--- src/rtl/fetch_stage.sv ---
// fetch_stage: instruction-fetch stage of the teaching MIPS core.
// Holds the PC, addresses the asynchronous instruction ROM and registers
// {pc, inst} into a one-entry output buffer handed to decode under a
// valid/allowin handshake. Branch/jump redirects flush the buffer; a
// misaligned redirect target halts the stage until reset.
module fetch_stage #(
  parameter int unsigned ADDR_W   = 5,
  parameter logic [31:0] RESET_PC = 32'h0000_0000
) (
  input  logic              clk,
  input  logic              resetn,
  output logic [ADDR_W-1:0] rom_addr,
  input  logic [31:0]       rom_inst,
  input  logic              ds_allowin,
  input  logic              br_valid,
  input  logic [31:0]       br_target,
  output logic              fs_to_ds_valid,
  output logic [31:0]       fs_pc,
  output logic [31:0]       fs_inst,
  output logic              fs_addr_err,
  output logic [31:0]       fs_inst_cnt
);

  typedef enum logic [1:0] {
    S_BOOT  = 2'd0,
    S_FETCH = 2'd1,
    S_HALT  = 2'd2
  } state_t;

  state_t      state;
  state_t      state_nxt;
  logic [31:0] pc;

  logic        transfer;
  logic        br_aligned;
  logic        do_capture;
  logic        do_redirect;
  logic        do_halt;

  // ROM word address comes straight from the PC register, so no input
  // reaches it combinationally.
  assign rom_addr   = pc[ADDR_W+1:2];
  assign transfer   = fs_to_ds_valid & ds_allowin;
  assign br_aligned = (br_target[1:0] == 2'b00);

  // State register
  always_ff @(posedge clk) begin
    if (!resetn) begin
      state <= S_BOOT;
    end else begin
      state <= state_nxt;
    end
  end

  // Next-state: one boot bubble, then fetch until a misaligned redirect
  always_comb begin
    state_nxt = state;
    case (state)
      S_BOOT:  state_nxt = S_FETCH;
      S_FETCH: if (br_valid && !br_aligned) state_nxt = S_HALT;
      S_HALT:  state_nxt = S_HALT;
      default: state_nxt = S_BOOT;
    endcase
  end

  // Control decode: redirect beats capture, capture only when the buffer frees
  always_comb begin
    do_capture  = 1'b0;
    do_redirect = 1'b0;
    do_halt     = 1'b0;
    case (state)
      S_FETCH: begin
        if (br_valid) begin
          do_redirect = br_aligned;
          do_halt     = !br_aligned;
        end else begin
          do_capture  = !fs_to_ds_valid || ds_allowin;
        end
      end
      default: ;
    endcase
  end

  // Program counter
  always_ff @(posedge clk) begin
    if (!resetn) begin
      pc <= RESET_PC;
    end else if (do_redirect) begin
      pc <= br_target;
    end else if (do_capture) begin
      pc <= pc + 32'd4;
    end
  end

  // Output buffer: flushed on any redirect, loaded on capture, else held
  always_ff @(posedge clk) begin
    if (!resetn) begin
      fs_to_ds_valid <= 1'b0;
      fs_pc          <= '0;
      fs_inst        <= '0;
    end else if (do_redirect || do_halt) begin
      fs_to_ds_valid <= 1'b0;
    end else if (do_capture) begin
      fs_to_ds_valid <= 1'b1;
      fs_pc          <= pc;
      fs_inst        <= rom_inst;
    end
  end

  // Sticky misaligned-target flag
  always_ff @(posedge clk) begin
    if (!resetn) begin
      fs_addr_err <= 1'b0;
    end else if (do_halt) begin
      fs_addr_err <= 1'b1;
    end
  end

  // Handed-off instruction count; a transfer coinciding with a redirect
  // still completed, so it is counted independently of the state decode.
  always_ff @(posedge clk) begin
    if (!resetn) begin
      fs_inst_cnt <= '0;
    end else if (transfer) begin
      fs_inst_cnt <= fs_inst_cnt + 32'd1;
    end
  end

endmodule

--- config.mk ---
export PLATFORM = sky130hd
export DESIGN_NAME = fetch_stage
export DESIGN_NICKNAME = d
export VERILOG_FILES = /design/src/rtl/fetch_stage.sv
export SDC_FILE = /design/constraint.sdc
export NUM_CORES = 1
export LEC_CHECK = 0
export CAP_MARGIN = 0
export CORE_MARGIN = 2
export CORE_UTILIZATION = 51
export CTS_BUF_LIST = sky130_fd_sc_hd__clkbuf_16
export CTS_CLUSTER_DIAMETER = 60
export CTS_CLUSTER_SIZE = 8
export DETAILED_ROUTE_END_ITERATION = 8
export PLACE_DENSITY = 0.86
export SLEW_MARGIN = 20
export SYNTH_ARGS = -nofsm -noshare
export SYNTH_HDL_FRONTEND = slang
export SYNTH_SLANG_ARGS = --single-unit
--- constraint.sdc ---
create_clock -name clk -period 2.8 [get_ports clk]
set_input_delay 0.56 -clock clk [delete_from_list [all_inputs] [get_ports clk]]
set_output_delay 0.56 -clock clk [all_outputs]
set_load 0.005 [all_outputs]
After elaboration in Yosys (flattened, before gate mapping)
Cells that the tools add are included.
Storage, ports and cells
  register bits after elaboration: 132
  output and inout bits: 103
  word-level logic and storage cells: 35
Operators by class
  $add $sub $neg: 2
  equal/unequal tests: 3
  muxes and demuxes: 10
  bitwise gates (word level): 3
  reductions and logical operators: 10
Operator list (number)
  $mux 32: 2
  $add 32x1->32 const B: 1
  $add 32x3->32 const B: 1
  $mux 1: 6
  $pmux 2 s3: 1
  $logic_not 2->1: 2
  $eq 2x1->1 const B: 1
  $eq 2x2->1 const B: 1
  $logic_not 1->1: 2
  $logic_or 1x1->1: 2
  $mux 2: 1
  $ne 2x2->1 const B: 1
  $not 1->1: 2
  $reduce_and 2->1: 1
  $reduce_bool 2->1: 1
  $reduce_or 2->1: 1
  $and 1x1->1: 1
  $logic_and 1x1->1: 1

Depth between registers and ports, before layout
Gate-level depths: netlist of the first run.
  depth in word-level cells: 7
  gate-level depth with buffers: 10
  mapped depth without buffers: 7

Worst setup path before layout of the first run
No wires, ideal clock.
  path type: reg-to-reg
  start point: reg state[1]
  end point: reg pc[26]
  arrival: 1.770 ns
  data required time: 2.738 ns
  slack: 0.969 ns
  cell stages (with the launch flop): 10
  path buffers: 2
  clock period less this slack: 1.831 ns
  path through: dfxtp_1 inv_1 ha_1 buf_2 nand2b_1 or2_1 buf_2 or3_1 mux2_2 nand3_1
On the way
  longest elaborated chain between the ends: 3
  elaborated cells on any way between the ends: 5
Ends and longest elaborated chain
  from (decl): line 30  | state_t state;
  from (signal assigned): line 51  | state <= state_nxt;
  $eq 2x1->1 (*): line 71  | case (state)
  $mux 1: line 71
  $mux 32 or $reduce_bool 2->1 (tied branches)
  to (signal assigned): line 89  | pc <= br_target;
  to (signal assigned): line 91  | pc <= pc + 32'd4;
  to (decl): line 32  | logic [31:0] pc;
Mark *: on every way between the ends. The rest lies on a longest branch, timed or not.
A chain may end at the register's enable or synchronous reset.

Worst setup path after layout of the first run
  start point: in ds_allowin
  end point: reg fs_inst[6]
On the way
  longest elaborated chain between the ends: 4
Ends and longest elaborated chain
  from (decl): line 14  | input logic ds_allowin,
  $logic_or 1x1->1: line 77  | do_capture = !fs_to_ds_valid || ds_allowin;
  $mux 1: line 73  | if (br_valid) begin
  $mux 1: line 71
  $reduce_and 2->1 (no source line)
  to (signal assigned): line 106  | fs_inst <= rom_inst;
  to (decl): line 19  | output logic [31:0] fs_inst,
No other way between the ends.

==> out/summary.md, run 1 <==
The pin count of the biggest net entering global routing is 105. After routing, the total negative slack on setup checks comes to 0 ps. Combinational cells account for 17.6% of the total power. The die covers 11,880 um^2. The synthesis warning total is 0, and the highest cell delay on the worst timing path is 510 ps. The run gives 3.724 mW as the internal power contribution. Post-CTS repair changed the size of 0 cells.

The number of nets in the synthesized netlist is 765. For the pin with the worst max-slew slack, the measured transition is 562.6 ps. For the fraction of power consumed by the clock network, the log shows 40.5%. The flip-flop and latch count after synthesis was 132; the critical path data required time was 3120 ps.

For the count of endpoints failing hold in the final timing report, the log shows 0. For this design the total switching power over the nets is 1.366 mW. The startpoint identified for the worst hold timing path is fs_addr_err.

The die boundary width works out to 109 um. The tools report the maximum clock path buffer count as 2. The tools report the final weighted congestion in routability-driven placement as 0.8220. During I/O placement, the number of pins put on the boundary was 171. The layout overhead on the synthesized area is 42.10%.

The worst register-to-register path has a setup slack of 670 ps. The run finished with clean final reports. Summed over all layers, the global routing overflow is 0. The total inserted antenna cells is 0, and the effective utilization at floorplan is 52.10%. After detailed routing, the number of vias per cell comes to 5.681. After clock tree synthesis, the clock-pin slew on the worst setup and hold paths is 50 ps.

The final layout contains routed wiring with a total length of 15,630 um. CTS built an H-tree with a depth of 4. Along the worst hold path, the cell count comes to 2. The slowest stage cell on the critical path was clkdlybuf4s50_1. The floorplan core area came out at 10,790 um^2. Among all cell types in the netlist, the one instantiated most often is nand2_1. The worst register-to-register path has a depth of 7. The maximum clock skew at final layout is 10.23 ps, and the number of routed nets with antenna violations is 0.

Sequential cells were found to cover 47.00% of the synthesized design area. Net switching is 26.84% of the power. The worst pin sits at a relative slew slack of 62.29%. The clock reaches the later pin of the worst-skew pair after 410 ps.

The async set-reset flop share out of synthesis was 0%. The via total after detailed routing is 5,698. In this run the critical register-to-register path is launched from state[1]. The first-pass iteration count of the detailed router is 5, and the final-stage net count is 922. The worst setup path is captured at a flip-flop. The critical path goes through clkdlybuf4s50_1 > nor2b_1 > or2_2 > buf_4 > nand2_1 > a21oi_1.

For this design the static power due to leakage is 2.664 nW. The number of distinct library cells after synthesis is 44. dfxtp_1 takes more of the synthesized area than any other cell. Of the post-synthesis cell area, the dominant cell type holds 47.00%. The number of max-slew violations in the final report was 0. The highest fanout seen on the critical path is 31. In this run the clock root is driven by a clkbuf_16. A synthesized cell averages 8.114 um^2. The end of the worst register-to-register path was pc[17]. Category of the critical setup timing path: in -> reg.

IR analysis of the VDD net gives a maximum drop of 365.2 uV. The tools report the number of antenna violations at the first check in global routing as 0. Clock tree synthesis inserted a total of 17 buffers.

For the post-synthesis cell count, the log shows 693. The first global-routing pass estimated 24,970 um of wire. TritonCTS built the clock tree. The count of buffers added on input and output ports is 170. The total of max-cap violations was 0. In this run the cell area of the synthesized design comes to 5623 um^2.

After legalization and detailed placement, the total HPWL measured 10,470 um. Timing would allow up to 446.4 MHz. Setup repair after global routing left no endpoint under its margin. The fraction of the cycle the final worst path needs is 80.00%. Sorting the synthesized cells by area gives the leading types as dfxtp_1, nand2_1, a21oi_1.

The residual DRC count was 0. In the final routed layout, each cell accounts on average for 15.58 um. Dividing total power by cell area gives a power density of 637.0 nW/um^2. Cells fill 74.03% of the core in the end. The path with the worst hold slack has its endpoint at fs_addr_err. The violation count after the first detailed-route iteration is 427. For the setup-violating endpoint count in the final report, the log shows 0. The post-CTS repair timing setup buffer count was 0; the die boundary height was 109 um. Of the cells placed in the final design, the portion with a size suffix greater than 1 is 6.837%. The tree built by TritonCTS fans out to 132 sinks. Row generation in the floorplan step produced 38 rows. In this run the worst hold path is classified as reg -> reg. The minimum clock period after layout was 2240 ps; the endpoint arrival time on the critical path was 2560 ps. In the synthesized netlist the dominant register cell turns out to be dfxtp_1. The number of enable flip-flop cells after synthesis was 0.

The overall track demand over capacity in global routing was 26.37%; the sequential share of power was 41.9%. The count of hold buffers inserted by post-cts repair is 0. STA classifies the critical path startpoint as an input port. The number of global-route vias before repair was 5,397. The commonest cells after synthesis are nand2_1, dfxtp_1, a21oi_1.
-- power groups by stage --
| stage | logic (mW) | registers [mW] | clock network (mW) |
|---|---|---|---|
| floorplan | 0.463 | 2.15 | 0 |
| global placement | 0.860 | 2.15 | 0 |
| detailed placement | 0.894 | 2.17 | 0 |
| CTS | 0.898 | 2.13 | 2.08 |
| global route | 0.986 | 2.15 | 2.17 |
| finish | 0.895 | 2.13 | 2.06 |
-- flip-flops by register name, summed over array words and instances, names as in the netlist --
| name | flops |
|---|---|
| fs_addr_err | 1 |
| fs_inst | 32 |
| fs_inst_cnt | 32 |
| fs_pc | 32 |
| fs_to_ds_valid | 1 |
| pc | 32 |
| state | 2 |
-- routing by layer --
| layer | track usage [%] | wire (um) |
|---|---|---|
| met1 | 32.04 | 6210 |
| met2 | 45.43 | 7913 |
| met3 | 5.200 | 1171 |
| met4 | 10.99 | 330 |
| met5 | 0 | 0 |
-- metrics by stage --
stage	instances	area (um^2)	setup WS [ps]	hold slack [ps]	total power, mW
floorplan	693	5623	968.8	427.4	2.618
global placement	971	7440	268.6	435.8	3.014
detailed placement	971	7440	196.3	440.5	3.060
CTS	1003	7990	608.3	448.7	5.109
global route	1003	7990	439.1	465.6	5.308
finish	1003	7990	560.1	449.2	5.090
-- cells by family (layout without fill, tap and decap cells) --
| logic type | after synthesis | in the layout | synth area share [%] |
|---|---|---|---|
| AO/OA/AOI/OAI | 139 | 139 | 13.33 |
| adder cells (fa/ha/maj) | 4 | 4 | 0.8901 |
| AND/OR/NAND/NOR | 312 | 312 | 26.84 |
| XOR/XNOR | 44 | 44 | 6.854 |
| buffers and inverters | 59 | 229 | 4.539 |
| flip-flops | 132 | 132 | 47.00 |
| multiplexers | 3 | 3 | 0.5563 |
-- layout by cell type (no fill, tap or decap), types with 4 or more instances in the layout --
master / n
and4_1: 9
nand4_1: 17
and3_1: 10
clkbuf_16: 17
dfxtp_1: 132
inv_1: 13
nor4_1: 7
and2_1: 4
xor2_1: 18
buf_4: 14
or3_1: 6
nor2_1: 36
nand3_1: 31
clkdlybuf4s50_1: 170
ha_1: 4
a21oi_1: 91
clkinv_2: 5
nor3_1: 16
nor4_2: 6
o21ai_0: 28
nand2_1: 155
xnor2_1: 26
a311oi_1: 4
-- area by class of cell --
cell class	count	area [um^2]
Tap cell	140	175.2
Fill cell	797	2803
Sequential cell	132	2643
Timing Repair Buffer	186	1847
Multi-Input combinational cell	502	2733
Clock buffer	17	425.4
Inverter	11	42.54
Clock inverter	15	125.1
-- worst max-delay path, delay by kind of cell --
family | cells | cell delay (ps)
AO/OA/AOI/OAI | 1 | 170
buffers and inverters | 2 | 880
AND/OR/NAND/NOR | 3 | 930
-- worst max-delay path by stage --
stage | end | slack (ps) | start
final | fs_inst[6] | 560 | ds_allowin
after global routing | fs_inst[18] | 440 | ds_allowin
after CTS | pc[9] | 610 | ds_allowin
after detailed placement | pc[4] | 200 | ds_allowin
after global placement | pc[17] | 270 | ds_allowin
after floorplan | pc[26] | 970 | state[1]
Note: power is estimated with default switching activity, not from simulation.
==> inputs of run 2 (changes only) <==
- CORE_UTILIZATION: 51 -> 42
- PLACE_DENSITY: 0.86 -> 0.76
- clock period: 2.8 -> 1.9 ns (I/O delays scaled with it)
==> out/summary.md, run 2 (synthesis results as in run 1) <==
The flow ran to the end, and the final reports show no timing, DRC or antenna violations. The maximum clock frequency was 547.6 MHz; the critical path data required time was 2250 ps (was 3120 ps). The number of routed nets with antenna violations was 0 (unchanged). The largest vdd supply drop is 520.0 uV (was 365.2 uV). The fraction of final layout cells sized beyond drive strength 1 works out to 11.15% (was 6.837%). The cell depth of the worst hold path was 2 (unchanged). The total congestion overflow is 0 (unchanged).

The average wire per cell in the routed design is 14.29 um (was 15.58 um). The cell count after placement came out at 1,051 (was 971). Slowest stage cell on the critical path: or4_4 (was clkdlybuf4s50_1). For the final weighted congestion in routability-driven placement, the log shows 0.8111 (was 0.8220).

The tools report the number of buffers added by the clock tree synthesis step as 17 (unchanged). The critical path launch point type is a flip-flop (was an input port). The total of max-cap violations was 0 (unchanged); the non-filler instance count after layout was 1,082 (was 1,003). The number of cells on the worst reg-to-reg path works out to 5 (was 7).

The logs give 14,330 um^2 (was 11,880 um^2) for the area enclosed by the die boundary and 966 (was 922) for the final-stage net count. The total negative slack for setup checks is 0 ps (unchanged), and the minimum clock period after layout is 1826 ps. The count of standard-cell rows is 42 (was 38), and the number of H-tree levels is 4 (unchanged). The clock-pin slew reported for the worst setup and hold paths after clock tree synthesis is 60 ps (was 50 ps), and the summed area of non-filler cells in the final layout is 8343 um^2 (was 7990 um^2). The count of endpoints failing hold in the final timing report is 0 (unchanged). The die boundary height works out to 119.7 um (was 109 um).

The cell leakage power is 2.906 nW (was 2.664 nW). The tools report the placement-stage cell area as 7840 um^2 (was 7440 um^2). For the flop-to-flop setup slack, the log shows 70 ps (was 670 ps). The clock sink total was 132 (unchanged); the effective utilization at floorplan was 42.80% (was 52.10%). The master cell of the clock root buffer was clkbuf_16 (unchanged). The run gives 0 (unchanged) as the setup-violating endpoint count in the final report. The floorplan core area is 13,140 um^2 (was 10,790 um^2), and the post-CTS repair timing setup buffer count is 0 (unchanged). The highest cell delay on the worst timing path was 570 ps (was 510 ps); the number of filler cells placed in the layout was 1,157 (was 797). Ratio of total power to cell area: 875.5 nW/um^2 (was 637.0 nW/um^2). Most used cells in the layout excluding fill and tap cells: clkdlybuf4s50_1, nand2_1, dfxtp_1 (unchanged). For the pin count of the biggest net entering global routing, the log shows 105 (unchanged). The layout overhead on the synthesized area is 48.38% (was 42.10%). Maximum clock skew at final layout: 11.75 ps (was 10.23 ps). The count of hold buffers inserted by post-cts repair is 0 (unchanged). The logs give 2 (unchanged) for the maximum clock path buffer count and 5,157 (was 5,397) for the number of global-route vias before repair. Total inserted antenna cells: 0 (unchanged). The fraction of the cycle the final worst path needs came out at 96.11%.

Kind of path behind the tightest hold check: reg -> reg (unchanged). Hold path endpoint: fs_inst[10] (was fs_addr_err). The tools report the first-pass GRT wire length as 25,100 um (was 24,970 um). Start point of the critical path: pc[17] (was ds_allowin).

Critical path cell sequence: nand4_1 > or4_4 > nor3_2 > mux2_2 > nand3_1 (was clkdlybuf4s50_1 > nor2b_1 > or2_2 > buf_4 > nand2_1 > a21oi_1). Startpoint of the most critical hold path: fs_inst[10] (was fs_addr_err). Total half-perimeter wirelength after legalization and detailed placement: 10,700 um (was 10,470 um). The tools report the startpoint of the worst register-to-register path as pc[17] (was state[1]). The run gives 21.82% (was 26.37%) as the overall track demand over capacity in global routing.

Endpoint arrival time on the critical path: 2180 ps (was 2560 ps). The number of max-slew violations in the final report was 0 (unchanged). The residual DRC count is 0 (unchanged).

The number of antenna violations at the first check in global routing was 0 (unchanged). The most common cell after layout, fill and taps aside was clkdlybuf4s50_1 (unchanged). For the via total after detailed routing, the log shows 5,526 (was 5,698).

The family of cells with the greatest summed delay on the critical path is simple AND/OR/NAND/NOR gates (unchanged). The pin slew with the least headroom to its limit came out at 476.3 ps (was 562.6 ps). The end of the worst register-to-register path was pc[26] (was pc[17]).

The highest fanout seen on the critical path was 5 (was 31). The run gives 333 (was 427) as the violation count after the first detailed-route iteration. The top-level port count was 171 (unchanged). For the headroom to the max-slew limit, the log shows 68.24% (was 62.29%). The category of the critical setup timing path is reg -> reg (was in -> reg). The total of cells resized after clock tree synthesis is 0 (unchanged). The worst-skew pair later-pin latency was 420 ps (was 410 ps). The total wire length after detailed routing is 15,460 um (was 15,630 um).

The critical path capture point type is a flip-flop (unchanged). Setup repair after global routing could not meet its margin everywhere. The tools report the first-pass iteration count of the detailed router as 5 (unchanged).

Storage element area: 2643 um^2 (unchanged). The post-detailed-route via-to-cell ratio came out at 5.107 (was 5.681). TritonCTS built the clock tree. The count of buffers inserted at the top-level ports is 170 (unchanged), and the area of combinational cells with multiple inputs is 2751 um^2 (was 2733 um^2). The die boundary width was 119.7 um (was 109 um); the minimum hold slack was 449.0 ps (was 449.2 ps). Buffering stage count on the worst path with inverters included: 0 (was 2).
run 2: changes by cell type in the layout (fill, tap and decap cells not counted), moves of 2 or more:
| cell | delta |
|---|---|
| buf_12 | +2 |
| inv_1 | +2 |
| clkinvlp_4 | -3 |
| buf_4 | +42 |
| bufinv_16 | -2 |
run 2: worst max-delay path by stage:
stage | slack, ps | to | cells past startpoint
floorplan | 70 | pc[26] | 9
global placement | -340 | pc[24] | 8
detailed placement | -390 | pc[24] | 8
CTS | 50 | pc[24] | 8
global route | -10 | fs_inst_cnt[27] | 5
finish | 70 | pc[26] | 5
run 2: worst min-delay path: stages (launching register included):
cell     delay [ps]
dfxtp_1         300
nand2_1          50
a21oi_1          50
run 2: power by group:
group	switching, mW	internal (mW)
Sequential	0.129	2.97
Combinational	0.751	0.747
Clock	1.11	1.60
Total	1.99	5.31
run 2: routing by layer:
metal	global-route usage, %	part of all wire [%]	vias up	wire, um
met5	0	0	-	0
met4	7.353	1.0	0	157
met3	6.226	6.2	18	964
met2	34.54	47	178	7265
met1	28.64	46	2552	7069
li1	-	-	2778	-
run 2: final cells by class:
type,count,area share [%]
well taps,176,2.639
multi-input cells,502,32.98
repair buffers,230,26.39
flip-flops and latches,132,31.67
clock buffers,17,5.099
clock inverters,14,0.7049
inverters,11,0.5099
run 2: through the flow:
step / utilization, % / setup slack, ps / power [mW]
finish: 63.50 / 73.94 / 7.304
CTS: 63.36 / 54.21 / 7.387
global placement: 59.68 / -341.9 / 4.627
detailed placement: 59.68 / -385.4 / 4.647
global route: 63.50 / -13.09 / 7.694
floorplan: - / 68.80 / 3.858
